--- src/rtl/all_demod.sv ---
// Hard-decision demapper for BPSK/QPSK/8PSK/16QAM, two-stage valid/ready pipeline.
// Optional soft confidence output conf_out is enabled by defining SOFT_METRIC_EN.
module all_demod #(
  parameter int DATA_W = 4,
  parameter int CNT_W  = 16
) (
  input  logic                     clk,
  input  logic                     rst,
  input  logic [1:0]               select,
  input  logic signed [DATA_W-1:0] i_in,
  input  logic signed [DATA_W-1:0] q_in,
  input  logic                     in_valid,
  output logic                     in_ready,
  output logic [3:0]               bits_out,
  output logic [2:0]               nbits_out,
  output logic                     out_valid,
  input  logic                     out_ready,
`ifdef SOFT_METRIC_EN
  output logic [3:0]               conf_out,
`endif
  output logic [CNT_W-1:0]         sym_cnt
);

  typedef enum logic [1:0] {
    SCH_BPSK  = 2'b00,
    SCH_QPSK  = 2'b01,
    SCH_8PSK  = 2'b10,
    SCH_QAM16 = 2'b11
  } scheme_e;

  localparam int AW = DATA_W + 1;  // magnitude width, holds |-2^(DATA_W-1)|
  localparam int MW = DATA_W + 2;  // room for 2*magnitude
  localparam logic signed [AW-1:0] QAM_T = AW'(4);

  // ---------------- flow control ----------------
  logic v1, v2, adv1, adv2;

  assign adv2     = !v2 || out_ready;
  assign adv1     = !v1 || adv2;
  assign in_ready = adv1;

  // ---------------- stage 1: signs, magnitudes, QAM slicing ----------------
  logic signed [AW-1:0] i_ext, q_ext;
  logic [AW-1:0]        ai_c, aq_c;
  logic [1:0]           qi_c, qq_c;

  assign i_ext = {i_in[DATA_W-1], i_in};
  assign q_ext = {q_in[DATA_W-1], q_in};
  assign ai_c  = i_ext[AW-1] ? AW'(-i_ext) : AW'(i_ext);
  assign aq_c  = q_ext[AW-1] ? AW'(-q_ext) : AW'(q_ext);
  // Pair MSB is the sign half-plane, LSB marks the inner ring [-4, 3].
  assign qi_c  = {~i_ext[AW-1], (i_ext < QAM_T) && (i_ext >= -QAM_T)};
  assign qq_c  = {~q_ext[AW-1], (q_ext < QAM_T) && (q_ext >= -QAM_T)};

  scheme_e       sel1;
  logic          si1, sq1;
  logic [AW-1:0] ai1, aq1;
  logic [1:0]    qi1, qq1;

  always_ff @(posedge clk) begin
    if (rst) v1 <= 1'b0;
    else if (adv1) v1 <= in_valid;
  end

  // NOTE: payload registers carry no reset; the valid bit alone qualifies them.
  always_ff @(posedge clk) begin
    if (adv1 && in_valid) begin
      sel1 <= scheme_e'(select);
      si1  <= i_ext[AW-1];
      sq1  <= q_ext[AW-1];
      ai1  <= ai_c;
      aq1  <= aq_c;
      qi1  <= qi_c;
      qq1  <= qq_c;
    end
  end

  // ---------------- stage 2: decision ----------------
  logic [MW-1:0] ai_w, aq_w, ai_x2, aq_x2;
  logic [2:0]    sector;
  logic [3:0]    dec_bits;
  logic [2:0]    dec_nbits;

  assign ai_w  = {1'b0, ai1};
  assign aq_w  = {1'b0, aq1};
  assign ai_x2 = {ai1, 1'b0};
  assign aq_x2 = {aq1, 1'b0};

  // NOTE: every output of this block gets a default first so no latch is inferred.
  always_comb begin
    sector = 3'd0;
    // Axis tests come first so boundary ties fall into the axis sector.
    if (aq_x2 <= ai_w)      sector = si1 ? 3'd4 : 3'd0;
    else if (ai_x2 <= aq_w) sector = sq1 ? 3'd6 : 3'd2;
    else begin
      case ({si1, sq1})
        2'b00:   sector = 3'd1;
        2'b10:   sector = 3'd3;
        2'b11:   sector = 3'd5;
        default: sector = 3'd7;
      endcase
    end
  end

  always_comb begin
    dec_bits  = 4'd0;
    dec_nbits = 3'd0;
    case (sel1)
      SCH_BPSK: begin
        dec_bits  = {3'b000, si1};
        dec_nbits = 3'd1;
      end
      SCH_QPSK: begin
        dec_bits  = {2'b00, si1, sq1};
        dec_nbits = 3'd2;
      end
      SCH_8PSK: begin
        dec_bits  = {1'b0, sector ^ (sector >> 1)};
        dec_nbits = 3'd3;
      end
      default: begin
        dec_bits  = {qi1, qq1};
        dec_nbits = 3'd4;
      end
    endcase
  end

`ifdef SOFT_METRIC_EN
  localparam logic [MW-1:0] QAM_M = MW'(4);

  function automatic logic [MW-1:0] abs_diff(input logic [MW-1:0] a, input logic [MW-1:0] b);
    return (a > b) ? a - b : b - a;
  endfunction

  function automatic logic [MW-1:0] min2(input logic [MW-1:0] a, input logic [MW-1:0] b);
    return (a < b) ? a : b;
  endfunction

  logic [MW-1:0] dist;
  logic [3:0]    dec_conf;

  always_comb begin
    dist = '0;
    case (sel1)
      SCH_BPSK: dist = ai_w;
      SCH_QPSK: dist = min2(ai_w, aq_w);
      SCH_8PSK: dist = min2(abs_diff(ai_w, aq_x2), abs_diff(ai_x2, aq_w));
      default:  dist = min2(min2(ai_w, abs_diff(ai_w, QAM_M)),
                            min2(aq_w, abs_diff(aq_w, QAM_M)));
    endcase
    dec_conf = (dist > MW'(15)) ? 4'd15 : dist[3:0];
  end
`endif

  always_ff @(posedge clk) begin
    if (rst) begin
      v2        <= 1'b0;
      bits_out  <= '0;
      nbits_out <= '0;
      sym_cnt   <= '0;
`ifdef SOFT_METRIC_EN
      conf_out  <= '0;
`endif
    end else begin
      if (adv2) begin
        v2 <= v1;
        if (v1) begin
          bits_out  <= dec_bits;
          nbits_out <= dec_nbits;
`ifdef SOFT_METRIC_EN
          conf_out  <= dec_conf;
`endif
        end
      end
      if (v2 && out_ready) sym_cnt <= sym_cnt + CNT_W'(1);
    end
  end

  assign out_valid = v2;

endmodule

--- config.mk ---
export PLATFORM = sky130hd
export DESIGN_NAME = all_demod
export DESIGN_NICKNAME = d
export VERILOG_FILES = /design/src/rtl/all_demod.sv
export SDC_FILE = /design/constraint.sdc
export NUM_CORES = 1
export LEC_CHECK = 0
export ABC_AREA = 1
export BUFFER_PORTS_ARGS = -buffer_cell sky130_fd_sc_hd__buf_2
export CELL_PAD_IN_SITES_DETAIL_PLACEMENT = 0
export CELL_PAD_IN_SITES_GLOBAL_PLACEMENT = 1
export CORE_ASPECT_RATIO = 2
export CORE_MARGIN = 5
export CORE_UTILIZATION = 44
export CTS_BUF_LIST = sky130_fd_sc_hd__clkbuf_8 sky130_fd_sc_hd__clkbuf_16
export DETAILED_ROUTE_END_ITERATION = 7
export GPL_TIMING_DRIVEN = 0
export PLACE_DENSITY_LB_ADDON = 0.3
export RECOVER_POWER = 100
export SLEW_MARGIN = 20
export SYNTH_ARGS = -nofsm -noshare
export SYNTH_HDL_FRONTEND = slang
export SYNTH_SLANG_ARGS = --single-unit
--- constraint.sdc ---
create_clock -name clk -period 4.8 [get_ports clk]
set_input_delay 0.72 -clock clk [delete_from_list [all_inputs] [get_ports clk]]
set_output_delay 0.72 -clock clk [all_outputs]
set_load 0.01 [all_outputs]
==> metrics.md <==
| Metric | Value |
|---|---|
| Starting Density | 0.452 |
| Synth Warn # | 0 |
| Cts bufs inserted | 5 |
| DPL Wire Length | 3.67 mm |
| Sink Count | 43 |
| Setup crit start kind | input port |
| Total track usage | 0.157 |
| Clk_lat worst skew | 0.30 ns |
| Final core occ | 0.511 |
| R2R Path End | sym_cnt[15]$_SDFFE_PP0P_ |
| Worst Path Max Fanout | 7 |
| Number of global-route vias before repair | 1800 |
| Fmax | 0.492 GHz |
| Fin Setup TNS | 0 ns |
| Initial antenna violation count | 0 |
| Root buffer cell | clkbuf_8 |
| Post-CTS resize count | 0 |
| I/O pin count | 39 |
| Worst setup path end | sym_cnt[15]$_SDFFE_PP0P_ |
| CP arrival | 2.21 ns |
| Die Area | 6600 um^2 |
| Cells along the critical path | buf_2 -> nand2_1 -> nor2_1 -> nand4_4 -> nor2_1 -> clkinv_1 -> nor2_1 -> nand2_1 -> xor2_1 -> nor2_1 |
| DP Area | 2460 um^2 |
| Core Region | 4860 um^2 |
| N_diodes | 0 |
| # Post-CTS Setup Buffers | 0 |
| Hold WS | 0.478 ns |
| Sequential area share after synthesis | 0.473 |
| Antenna-violating nets left | 0 |
| Measured slew at the worst slew-check pin | 0.666 ns |
| Placer Congestion | 0.838 |
| Tcrit/Tclk final | 0.423 |
| Hold buffers post-CTS | 0 |
| Hold Vio Cnt, Final | 0 |
| Die height | 110 um |
| Final instance area | 2490 um^2 |
| Post-Synthesis Cells | 258 |
| Pre-CTS WS | 2.77 ns |
| Post-Layout Cell Count | 361 |
| Worst path most repeated cell | nor2_1 |
| TritonCTS clock tree | yes |
| Detailed router's first-iteration violation count | 47 |
| EDFF count, synth | 18 |
| Post-synth net total | 291 |
| CTS Buffer Depth | 2 |
| Worst Setup SP | out_ready |
| Path depth of the worst reg2reg path | 9 |
| Die X-Extent | 60.0 um |
| Worst path max stage delay | 0.33 ns |
| DRC errors left | 0 |
| Largest net degree at the start of global routing | 19 |
| Vias per cell | 4.94 |
| # setup viols final | 0 |
| Worst vdd ir | 0.206 mV |
| Remaining Overflow, GRT | 0 |
| Total Wirelength | 4.47 mm |
| First-pass GRT wire length | 7.60 mm |
| Max-slew headroom | 0.555 |
| Synthesized flop and latch total | 43 |
| RSZ-0062 raised after global routing | false |
| Filler cell count in the final layout | 517 |
| Synthesized area per cell | 8.53 um^2 |
| Via count | 1782 |
| Setup WS post-layout | 2.77 ns |
| WP data required | 4.98 ns |
| Min-Delay Path Class | reg -> reg |
| RR Startpoint | out_valid$_SDFFE_PP0P_ |
| Layout cell share with drive strength beyond 1 | 0.0559 |
| Nets | 336 |
| Lkg Pwr | 1.08 nW |
| Fin. max-slew vios | 0 |
| DR pass1 iterations | 4 |
| Overall power | 0.729 mW |
| I/O Buffers | 38 |
| Pwr Density | 293 nW/um^2 |
| Status | finished clean |
| Setup Skew | 0.00526 ns |
| Netlist cell types | 29 |
| CTS clk-pin slew, worst paths | 0.08 ns |
| Post-synth top flop | dfxtp_1 |
| Area growth syn-to-layout | 13.0% |
| Reg2Reg Setup Slack | 2.85 ns |
| FP Rows | 36 |
| Drt wl/cell | 12.4 um |
| Mapped Area | 2200 um^2 |
| Max capacitance violation total | 0 |
| H-tree Lvls | 2 |
| CP Class | in -> reg |
| Dpl cells | 353 |
| CP endpoint kind | register |
| Synth async-reset ratio | 0 |
| Worst path slowest cell | nor2_1 |
| Post-route minimum period | 2.03 ns |
==> layout by cell type, fill, tap and decap left out <==
| cell type | Yosys | layout |
|---|---|---|
| a21oi_1 | 21 | 21 |
| a221oi_1 | 1 | 1 |
| a31oi_1 | 1 | 1 |
| and3_1 | 2 | 2 |
| buf_2 | 0 | 8 |
| clkbuf_1 | 1 | 32 |
| clkbuf_8 | 0 | 6 |
| clkinv_1 | 2 | 4 |
| clkinvlp_4 | 0 | 1 |
| dfxtp_1 | 25 | 25 |
| edfxtp_1 | 18 | 18 |
| ha_1 | 19 | 19 |
| inv_1 | 49 | 49 |
| nand2_1 | 39 | 40 |
| nand3_1 | 14 | 14 |
| nand4_1 | 3 | 4 |
| nand4_4 | 1 | 1 |
| nor2_1 | 20 | 23 |
| nor2_2 | 1 | 1 |
| nor3_1 | 9 | 9 |
| nor3b_1 | 1 | 1 |
| nor4_1 | 3 | 3 |
| o211ai_1 | 1 | 1 |
| o21a_1 | 2 | 2 |
| o21ai_0 | 12 | 14 |
| o21ai_1 | 3 | 1 |
| xor2_1 | 3 | 3 |
==> logic make-up (layout without fill, tap and decap cells) <==
group,Yosys count,in the layout,share of synthesized area
simple gates,98,98,0.216
compound gates,41,41,0.0990
fa+ha+maj,19,19,0.108
xor+xnor,3,3,0.0119
flops,43,43,0.473
buf+inv,54,100,0.0921
==> state kept, by name, indices dropped and copies added, names as in the netlist <==
register and count:
sym_cnt 16, ai1 5, aq1 5, bits_out 4, nbits_out 3, qi1 2
qq1 2, sel1 2, out_valid 1, si1 1, sq1 1, v1 1
==> worst min path at each step <==
stage                        startpoint                  endpoint  slack, ns  cells after the start
2_1_floorplan  bits_out[0]$_SDFFE_PP0P_  bits_out[0]$_SDFFE_PP0P_       0.49                      2
3_3_place_gp   bits_out[1]$_SDFFE_PP0P_  bits_out[1]$_SDFFE_PP0P_       0.45                      2
3_5_place_dp   bits_out[1]$_SDFFE_PP0P_  bits_out[1]$_SDFFE_PP0P_       0.46                      2
4_1_cts        bits_out[1]$_SDFFE_PP0P_  bits_out[1]$_SDFFE_PP0P_       0.47                      2
5_1_grt        bits_out[0]$_SDFFE_PP0P_  bits_out[0]$_SDFFE_PP0P_       0.51                      2
6_report       bits_out[3]$_SDFFE_PP0P_  bits_out[3]$_SDFFE_PP0P_       0.48                      2
==> worst max-delay path: cells and delay by family <==
kind	cells	cell delay [ns]
AND/OR/NAND/NOR	7	1.13
buffers and inverters	2	0.22
XOR/XNOR	1	0.14
==> report_power, final <==
group / leakage, nW / switching, mW / total (mW) / internal [mW]
Clock: 0.0449 / 0.124 / 0.239 / 0.115
Combinational: 0.653 / 0.0530 / 0.0838 / 0.0308
Sequential: 0.380 / 0.00890 / 0.407 / 0.398
Total: 1.08 / 0.186 / 0.729 / 0.543
==> cell usage after synthesis (9+ instances only) <==
| master | count | share of area |
|---|---|---|
| a21oi_1 | 21 | 0.048 |
| dfxtp_1 | 25 | 0.23 |
| edfxtp_1 | 18 | 0.25 |
| ha_1 | 19 | 0.11 |
| inv_1 | 49 | 0.084 |
| nand2_1 | 39 | 0.067 |
| nand3_1 | 14 | 0.032 |
| nor2_1 | 20 | 0.034 |
| nor3_1 | 9 | 0.020 |
| o21ai_0 | 12 | 0.027 |
==> area by class of cell <==
cell class	count	area, um^2	area share
Buffer	2	7.51	0.00302
Multi-Input combinational cell	161	925	0.372
Clock inverter	2	11.3	0.00453
Inverter	52	195	0.0785
Clock buffer	6	82.6	0.0332
Timing Repair Buffer	38	153	0.0614
Tap cell	57	71.3	0.0287
Sequential cell	43	1040	0.419
==> routing by layer <==
layer,part of all wire,track usage
met1,0.34,0.145
met2,0.59,0.298
met3,0.033,0.0350
met4,0.036,0.0887
met5,0,0
Power figures use the tool's default switching activity.
